## src/rtl/exp_request_ctrl_pkg.sv

```systemverilog
// Shared types and helpers for the exception-request front end.
package exp_request_ctrl_pkg;

   localparam int N_SRC = 3;
   localparam logic [1:0] NO_SERVICE = 2'd3;

   typedef logic [N_SRC-1:0] src_vec_t;

   typedef enum logic [1:0] {
      ST_IDLE    = 2'd0,
      ST_ASSERT  = 2'd1,
      ST_SERVICE = 2'd2
   } state_t;

   // Bit 2 has the highest priority; caller guarantees v != 0.
   function automatic logic [1:0] highest_index(input src_vec_t v);
      if (v[2])
         return 2'd2;
      else if (v[1])
         return 2'd1;
      else
         return 2'd0;
   endfunction

   function automatic src_vec_t onehot(input logic [1:0] idx);
      return src_vec_t'(1) << idx;
   endfunction

endpackage

```

## src/rtl/exp_request_ctrl_debounce.sv

```systemverilog
// Single-bit front end: 2-flop synchronizer, run-length debounce filter and
// rising-edge detector on the filtered level.
module exp_debounce #(
   parameter int DEBOUNCE_CYCLES = 20000,
   parameter int CNT_W           = 16
) (
   input  logic clk,
   input  logic rst,
   input  logic raw,
   output logic rise
);

   localparam logic [CNT_W-1:0] CNT_LAST = CNT_W'(DEBOUNCE_CYCLES - 1);

   logic             sync1_reg;
   logic             sync2_reg;
   logic             filt_reg;
   logic             filt_d_reg;
   logic [CNT_W-1:0] cnt_reg;

   always_ff @(posedge clk or posedge rst) begin
      if (rst) begin
         sync1_reg  <= 1'b0;
         sync2_reg  <= 1'b0;
         filt_reg   <= 1'b0;
         filt_d_reg <= 1'b0;
         cnt_reg    <= '0;
      end else begin
         sync1_reg  <= raw;
         sync2_reg  <= sync1_reg;
         filt_d_reg <= filt_reg;
         // Any cycle agreeing with the filtered level restarts the run.
         if (sync2_reg == filt_reg) begin
            cnt_reg <= '0;
         end else if (cnt_reg == CNT_LAST) begin
            filt_reg <= sync2_reg;
            cnt_reg  <= '0;
         end else begin
            cnt_reg <= cnt_reg + CNT_W'(1);
         end
      end
   end

   assign rise = filt_reg & ~filt_d_reg;

endmodule

```

## src/rtl/exp_request_ctrl.sv

```systemverilog
// Latches debounced event edges and presents them one at a time, highest
// index first, on the CPU exception-source lines with a HasExp/IsEret handshake.
module exp_request_ctrl
   import exp_request_ctrl_pkg::*;
#(
   parameter int DEBOUNCE_CYCLES = 20000,
   parameter int CNT_W           = 16
) (
   input  logic       clk,
   input  logic       rst,
   input  logic [2:0] raw_in,
   input  logic       has_exp,
   input  logic       is_eret,
   output logic [2:0] exp_src,
   output logic [2:0] pending,
   output logic [1:0] service_id,
   output logic       busy,
   output logic [2:0] overrun
);

   src_vec_t   rise;
   state_t     state_reg, state_next;
   logic [1:0] sel_reg, sel_next;
   src_vec_t   exp_src_reg, exp_src_next;
   logic [1:0] service_id_reg, service_id_next;
   src_vec_t   pending_reg, pending_next;
   src_vec_t   overrun_reg, overrun_next;
   src_vec_t   ack_mask;

   generate
      for (genvar gi = 0; gi < N_SRC; gi++) begin : g_src
         exp_debounce #(
            .DEBOUNCE_CYCLES(DEBOUNCE_CYCLES),
            .CNT_W          (CNT_W)
         ) u_debounce (
            .clk (clk),
            .rst (rst),
            .raw (raw_in[gi]),
            .rise(rise[gi])
         );
      end
   endgenerate

   always_comb begin
      state_next      = state_reg;
      sel_next        = sel_reg;
      exp_src_next    = exp_src_reg;
      service_id_next = service_id_reg;
      ack_mask        = '0;
      case (state_reg)
         ST_IDLE: begin
            if (|pending_reg) begin
               sel_next        = highest_index(pending_reg);
               exp_src_next    = onehot(sel_next);
               service_id_next = sel_next;
               state_next      = ST_ASSERT;
            end
         end
         ST_ASSERT: begin
            if (has_exp) begin
               ack_mask     = onehot(sel_reg);
               exp_src_next = '0;
               state_next   = ST_SERVICE;
            end
         end
         ST_SERVICE: begin
            if (is_eret) begin
               service_id_next = NO_SERVICE;
               state_next      = ST_IDLE;
            end
         end
         default: begin
            exp_src_next    = '0;
            service_id_next = NO_SERVICE;
            state_next      = ST_IDLE;
         end
      endcase
      // A fresh edge beats the acknowledge of the same bit and is not an overrun.
      pending_next = (pending_reg & ~ack_mask) | rise;
      overrun_next = overrun_reg | (rise & pending_reg & ~ack_mask);
   end

   always_ff @(posedge clk or posedge rst) begin
      if (rst) begin
         state_reg      <= ST_IDLE;
         sel_reg        <= 2'd0;
         exp_src_reg    <= '0;
         service_id_reg <= NO_SERVICE;
         pending_reg    <= '0;
         overrun_reg    <= '0;
      end else begin
         state_reg      <= state_next;
         sel_reg        <= sel_next;
         exp_src_reg    <= exp_src_next;
         service_id_reg <= service_id_next;
         pending_reg    <= pending_next;
         overrun_reg    <= overrun_next;
      end
   end

   assign exp_src    = exp_src_reg;
   assign pending    = pending_reg;
   assign service_id = service_id_reg;
   assign overrun    = overrun_reg;
   assign busy       = (state_reg != ST_IDLE);

endmodule
```

## config.mk

```make
export PLATFORM = sky130hd
export DESIGN_NAME = exp_request_ctrl
export DESIGN_NICKNAME = d
export VERILOG_FILES = /design/src/rtl/exp_request_ctrl_pkg.sv /design/src/rtl/exp_request_ctrl_debounce.sv /design/src/rtl/exp_request_ctrl.sv
export SDC_FILE = /design/constraint.sdc
export NUM_CORES = 1
export LEC_CHECK = 0
export ABC_AREA = 1
export CORE_MARGIN = 10
export CORE_UTILIZATION = 30
export CTS_BUF_LIST = sky130_fd_sc_hd__clkbuf_16
export DETAILED_ROUTE_END_ITERATION = 12
export PLACE_DENSITY = 0.5
export REMOVE_ABC_BUFFERS = 1
export SYNTH_ARGS = -nofsm -noshare
export SYNTH_HDL_FRONTEND = slang
export SYNTH_SLANG_ARGS = --single-unit
```

## constraint.sdc

```tcl
create_clock -name clk -period 5.2 [get_ports clk]
set_input_delay 0.78 -clock clk [delete_from_list [all_inputs] [get_ports clk]]
set_output_delay 0.78 -clock clk [all_outputs]
set_load 0.01 [all_outputs]
```

# After elaboration in Yosys (flattened, before gate mapping)
# Index checks and enable logic that the tools add are counted.
# op_classes
mux	22
n_reduce_logical	10
n_shift	2
n_addsub	3
bitwise	17
n_eq_ne	11
# ops
operator	count
2-to-1 mux 16 bit	6
adder 16 x 1 -> 16 bit (second input constant)	3
equality test 16 x 15 -> 1 bit (second input constant)	3
2-to-1 mux 2 bit	8
2-to-1 mux 3 bit	4
case mux 2 bit (3 select lines)	2
AND 3 bit	3
case mux 3 bit (3 select lines)	1
AND reduction 3 bit	3
inverter 1 bit	8
AND reduction 2 bit	4
inequality test 2 bit (second input constant)	3
OR 3 bit	2
left shift 1 x 2 -> 3 bit (first input constant)	2
AND 1 bit	3
equality test 1 bit	3
inverter 3 bit	1
OR reduction 3 bit	1
equality test 2 x 1 -> 1 bit (second input constant)	1
equality test 2 bit (second input constant)	1
logical NOT 2 bit	1
nonzero test 2 bit	1
2-to-1 mux 1 bit	1
# word_totals
input_bits	7
regBits	75

# Depth between registers and ports, before layout
# logic_depth
ltp_word	7
mapped_depth	8
ltp_nobuf	8

# By module
# Synthesis repeated with hierarchy kept, for this count alone.
# hier_totals
cells_unflattened	470
area_unflattened_um2	3951.3
# modules_own_cells
mod	seq_area_each_um2	n_inst	area_each_um2	cells_per_inst
exp_debounce	500.5	3	1086.0	130
exp_request_ctrl	377.9	1	693.2	80

# Worst setup path before layout
# Ideal clock, no wire load.
# synth_path
path_type	flip-flop to output port
startpoint	register state_reg[1]
endpoint	output port busy
n_path_buf	0
required_ns	4.420
path_slack_ns	3.682
t_arrival_ns	0.738
stages_incl_launch_ff	3
cell_sequence	dfrtp_1 nor2_1 inv_1
# synth_between
elab_chain_cells	1
# synth_lines
item	line	rtl
from (decl)	exp_request_ctrl.sv:22	state_t state_reg, state_next;
from (signal assigned)	exp_request_ctrl.sv:92	state_reg <= state_next;
nonzero test 2 bit	exp_request_ctrl.sv:105	assign busy = (state_reg != ST_IDLE);
to (decl)	exp_request_ctrl.sv:17	output logic busy,
# Every way passes these cells.

# Final worst setup path
# Ends and elaborated chain as after synthesis.

==> flow_summary.ini <==
[detailed_routing]
drt-wirelength-per-cell_um = 11.6
drc = 0
dr.pass1.iters = 4
vias = 2838
via_per_inst = 4.44
drtIter0Drc = 279
ant_nets = 0
wirelength_um = 7440

[yosys]
ys_seq_area_share_pct = 51.2
ys_warn_count = 0
synth_top_area_share_pct = 49.8
synth_top_cells_by_area = dfrtp_1 50%, nand2_1 12%, nor2_1 10%, inv_1 5.2%, nand3_1 3.7%
syn_area_sq_mm = 0.00367
avgSynthCellArea_sq_um = 8.02
synthCells = 458
yosys.area.top_type = dfrtp_1
synthDistinctLibCells = 25
ys_seq_elements = 75

[place]
gp_congestion = 0.775
io_buffers = 18
hpwlAfterDp_um = 5340
dp_slack_ns = 2.98

[global_routing]
grt_pass1_vias = 2857
grt_max_degree = 42
overflow = 0
grtUsageTotal_pct = 9.57
antenna_found_initial = 0
grt_pass1_wl_um = 13000

[critical_path]
worstPathRequired_ns = 4.42
arrival_ns = 1.60
cpPeakStageDelay_ns = 0.49
path_cells = nor2_1 -> inv_1 -> clkdlybuf4s50_1
crit_fanout = 6
endpoint_kind = output pin
cpMaxStageDelayCell = clkdlybuf4s50_1
start_kind = register
critPathKind = register to output pin

[clock_network]
cts_tree = built
numCtsBuffers = 9
cts.repair.resized = 0
cts_hold_buf = 0
clock_path_buffers = 2
cts_num_sinks = 75
clk_pin_slew_worst_paths_ns = 0.05
htreeDepth = 3
post-cts-setup-buffer-count = 0
clk_latency_ns = 0.33
cts_root_buf = clkbuf_16

[run]
drv_cap = 0

[finish]
final_common_cell = nand2_1
antennaDiodeCount = 0
ff_latch_area_sq_mm = 0.00188
postLayoutCoreUtil_pct = 35.8
final_cell_mix = 115 x nand2_1, 101 x nor2_1, 73 x dfrtp_1, 51 x inv_1, 27 x nand3_1
syn2layout_area_growth_pct = 17.0
drive_above_1_share_pct = 8.33
largest_reg_flops = 48
fill_cells = 1224
multiInputGateArea_sq_mm = 0.00160
nets = 498

[power]
p_sw_share_pct = 28.0
pwr-share-seq_pct = 45.8
intPower_mw = 1.06
total_power_mw = 1.48
ir_drop_uv = 131
switchingPower_uw = 413
p_leak_nw = 1.83
power.share.clock_pct = 36.4
combPwrFrac_pct = 17.8
p_per_area_mw_per_mm2 = 344

[sta]
relSlewSlack_pct = 59.7
max_freq_mhz = 420
min_period_ns = 2.38
finalSetupViolCount = 0
tns_ns = 0
fin_skew_ns = 0.00424
setup_slack_ns = 2.82
hold_viol_final = 0
rsz0062_at_grt = no
timing.final.crit_share_pct = 45.8
worstMarginPinSlew_ns = 0.603
drv_slew = 0

[floorplan]
initial_utilization_pct = 30.6
dieHeight_um = 131
fp-row-count = 40
dieArea_sq_mm = 0.0171
die_w_um = 131
core-area_sq_mm = 0.0120
ios = 19

[worst_hold_path]
hp-class = register to register

[run_status]
status = finished clean
[synthesized netlist by cell type]
cell and instances:
ha_1 3, inv_1 51, nand4_1 11, o21ai_0 10
xnor2_2 2, o21a_1 2, nand3_1 27, xor2_1 14
nor3b_1 3, nor3_1 2, xnor2_1 1, dfrtp_1 73
o21bai_1 8, or2_2 1, nand2_1 115, nor2_2 4
nor2_4 3, dfstp_2 2, nor3_2 1, nand3b_1 1
o21ai_1 5, nand2_4 2, nor2_1 101, a21oi_1 3
nand2_2 13
[cell families (layout without fill, tap and decap cells)]
group / after synthesis / after routing / synth area share (%)
flops: 75 / 75 / 51.2
simple gates: 284 / 284 / 33.6
compound gates: 28 / 28 / 4.50
xor+xnor: 17 / 17 / 4.46
fa+ha+maj: 3 / 3 / 1.02
buf+inv: 51 / 85 / 5.21
[power groups by stage]
stage	Clock (mW)	Combinational [mW]	Sequential (mW)
2_1_floorplan	0	0.144	0.692
3_3_place_gp	0	0.262	0.685
3_5_place_dp	0	0.266	0.686
4_1_cts	0.560	0.267	0.676
5_1_grt	0.582	0.299	0.682
6_report	0.538	0.263	0.675
[path summary, 6_finish.rpt]
kind	slack [ns]	end	cells after the start	start
max	2.82	busy	3	state_reg[1]
min in group asynchronous	0.83	exp_src[1]	2	rst
max reg2reg	3.76	g_src[0].u_debounce.cnt_reg[10]	4	g_src[0].u_debounce.filt_reg
max in group asynchronous	3.43	g_src[1].u_debounce.cnt_reg[11]	3	rst
min	0.35	g_src[0].u_debounce.sync2_reg	0	g_src[0].u_debounce.sync1_reg
min reg2reg	0.35	g_src[0].u_debounce.sync2_reg	0	g_src[0].u_debounce.sync1_reg
[through the flow]
| step | hold WS, ns | instances | cell area [sq um] |
|---|---|---|---|
| floorplan | 0.331 | 458 | 3670 |
| global placement | 0.336 | 624 | 4040 |
| detailed placement | 0.338 | 624 | 4040 |
| CTS | 0.351 | 639 | 4290 |
| global route | 0.352 | 639 | 4290 |
| finish | 0.350 | 639 | 4290 |
[per-layer routing]
layer  track usage, %  vias to the layer above  part of all wire [%]
met5                0                        -                     0
met3             1.93                       14                   3.9
met4             5.69                        0                   2.6
met1             12.0                     1299                    50
li1                 -                     1490                     -
met2             15.0                       35                    44
[critical path, delay by kind of cell (launching register included)]
kind	cells	cell delay, ns
flip-flops	1	0.39
buffers and inverters	2	0.59
AND/OR/NAND/NOR	1	0.29
[layout make-up]
cell class	count	share of cell area, %
clock buffers	9	5.24
clock inverters	6	0.583
inverters	51	4.49
multi-input cells	332	37.3
flip-flops and latches	75	43.8
well taps	147	4.28
repair buffers	19	4.37
(Power assumes the default switching activity.)
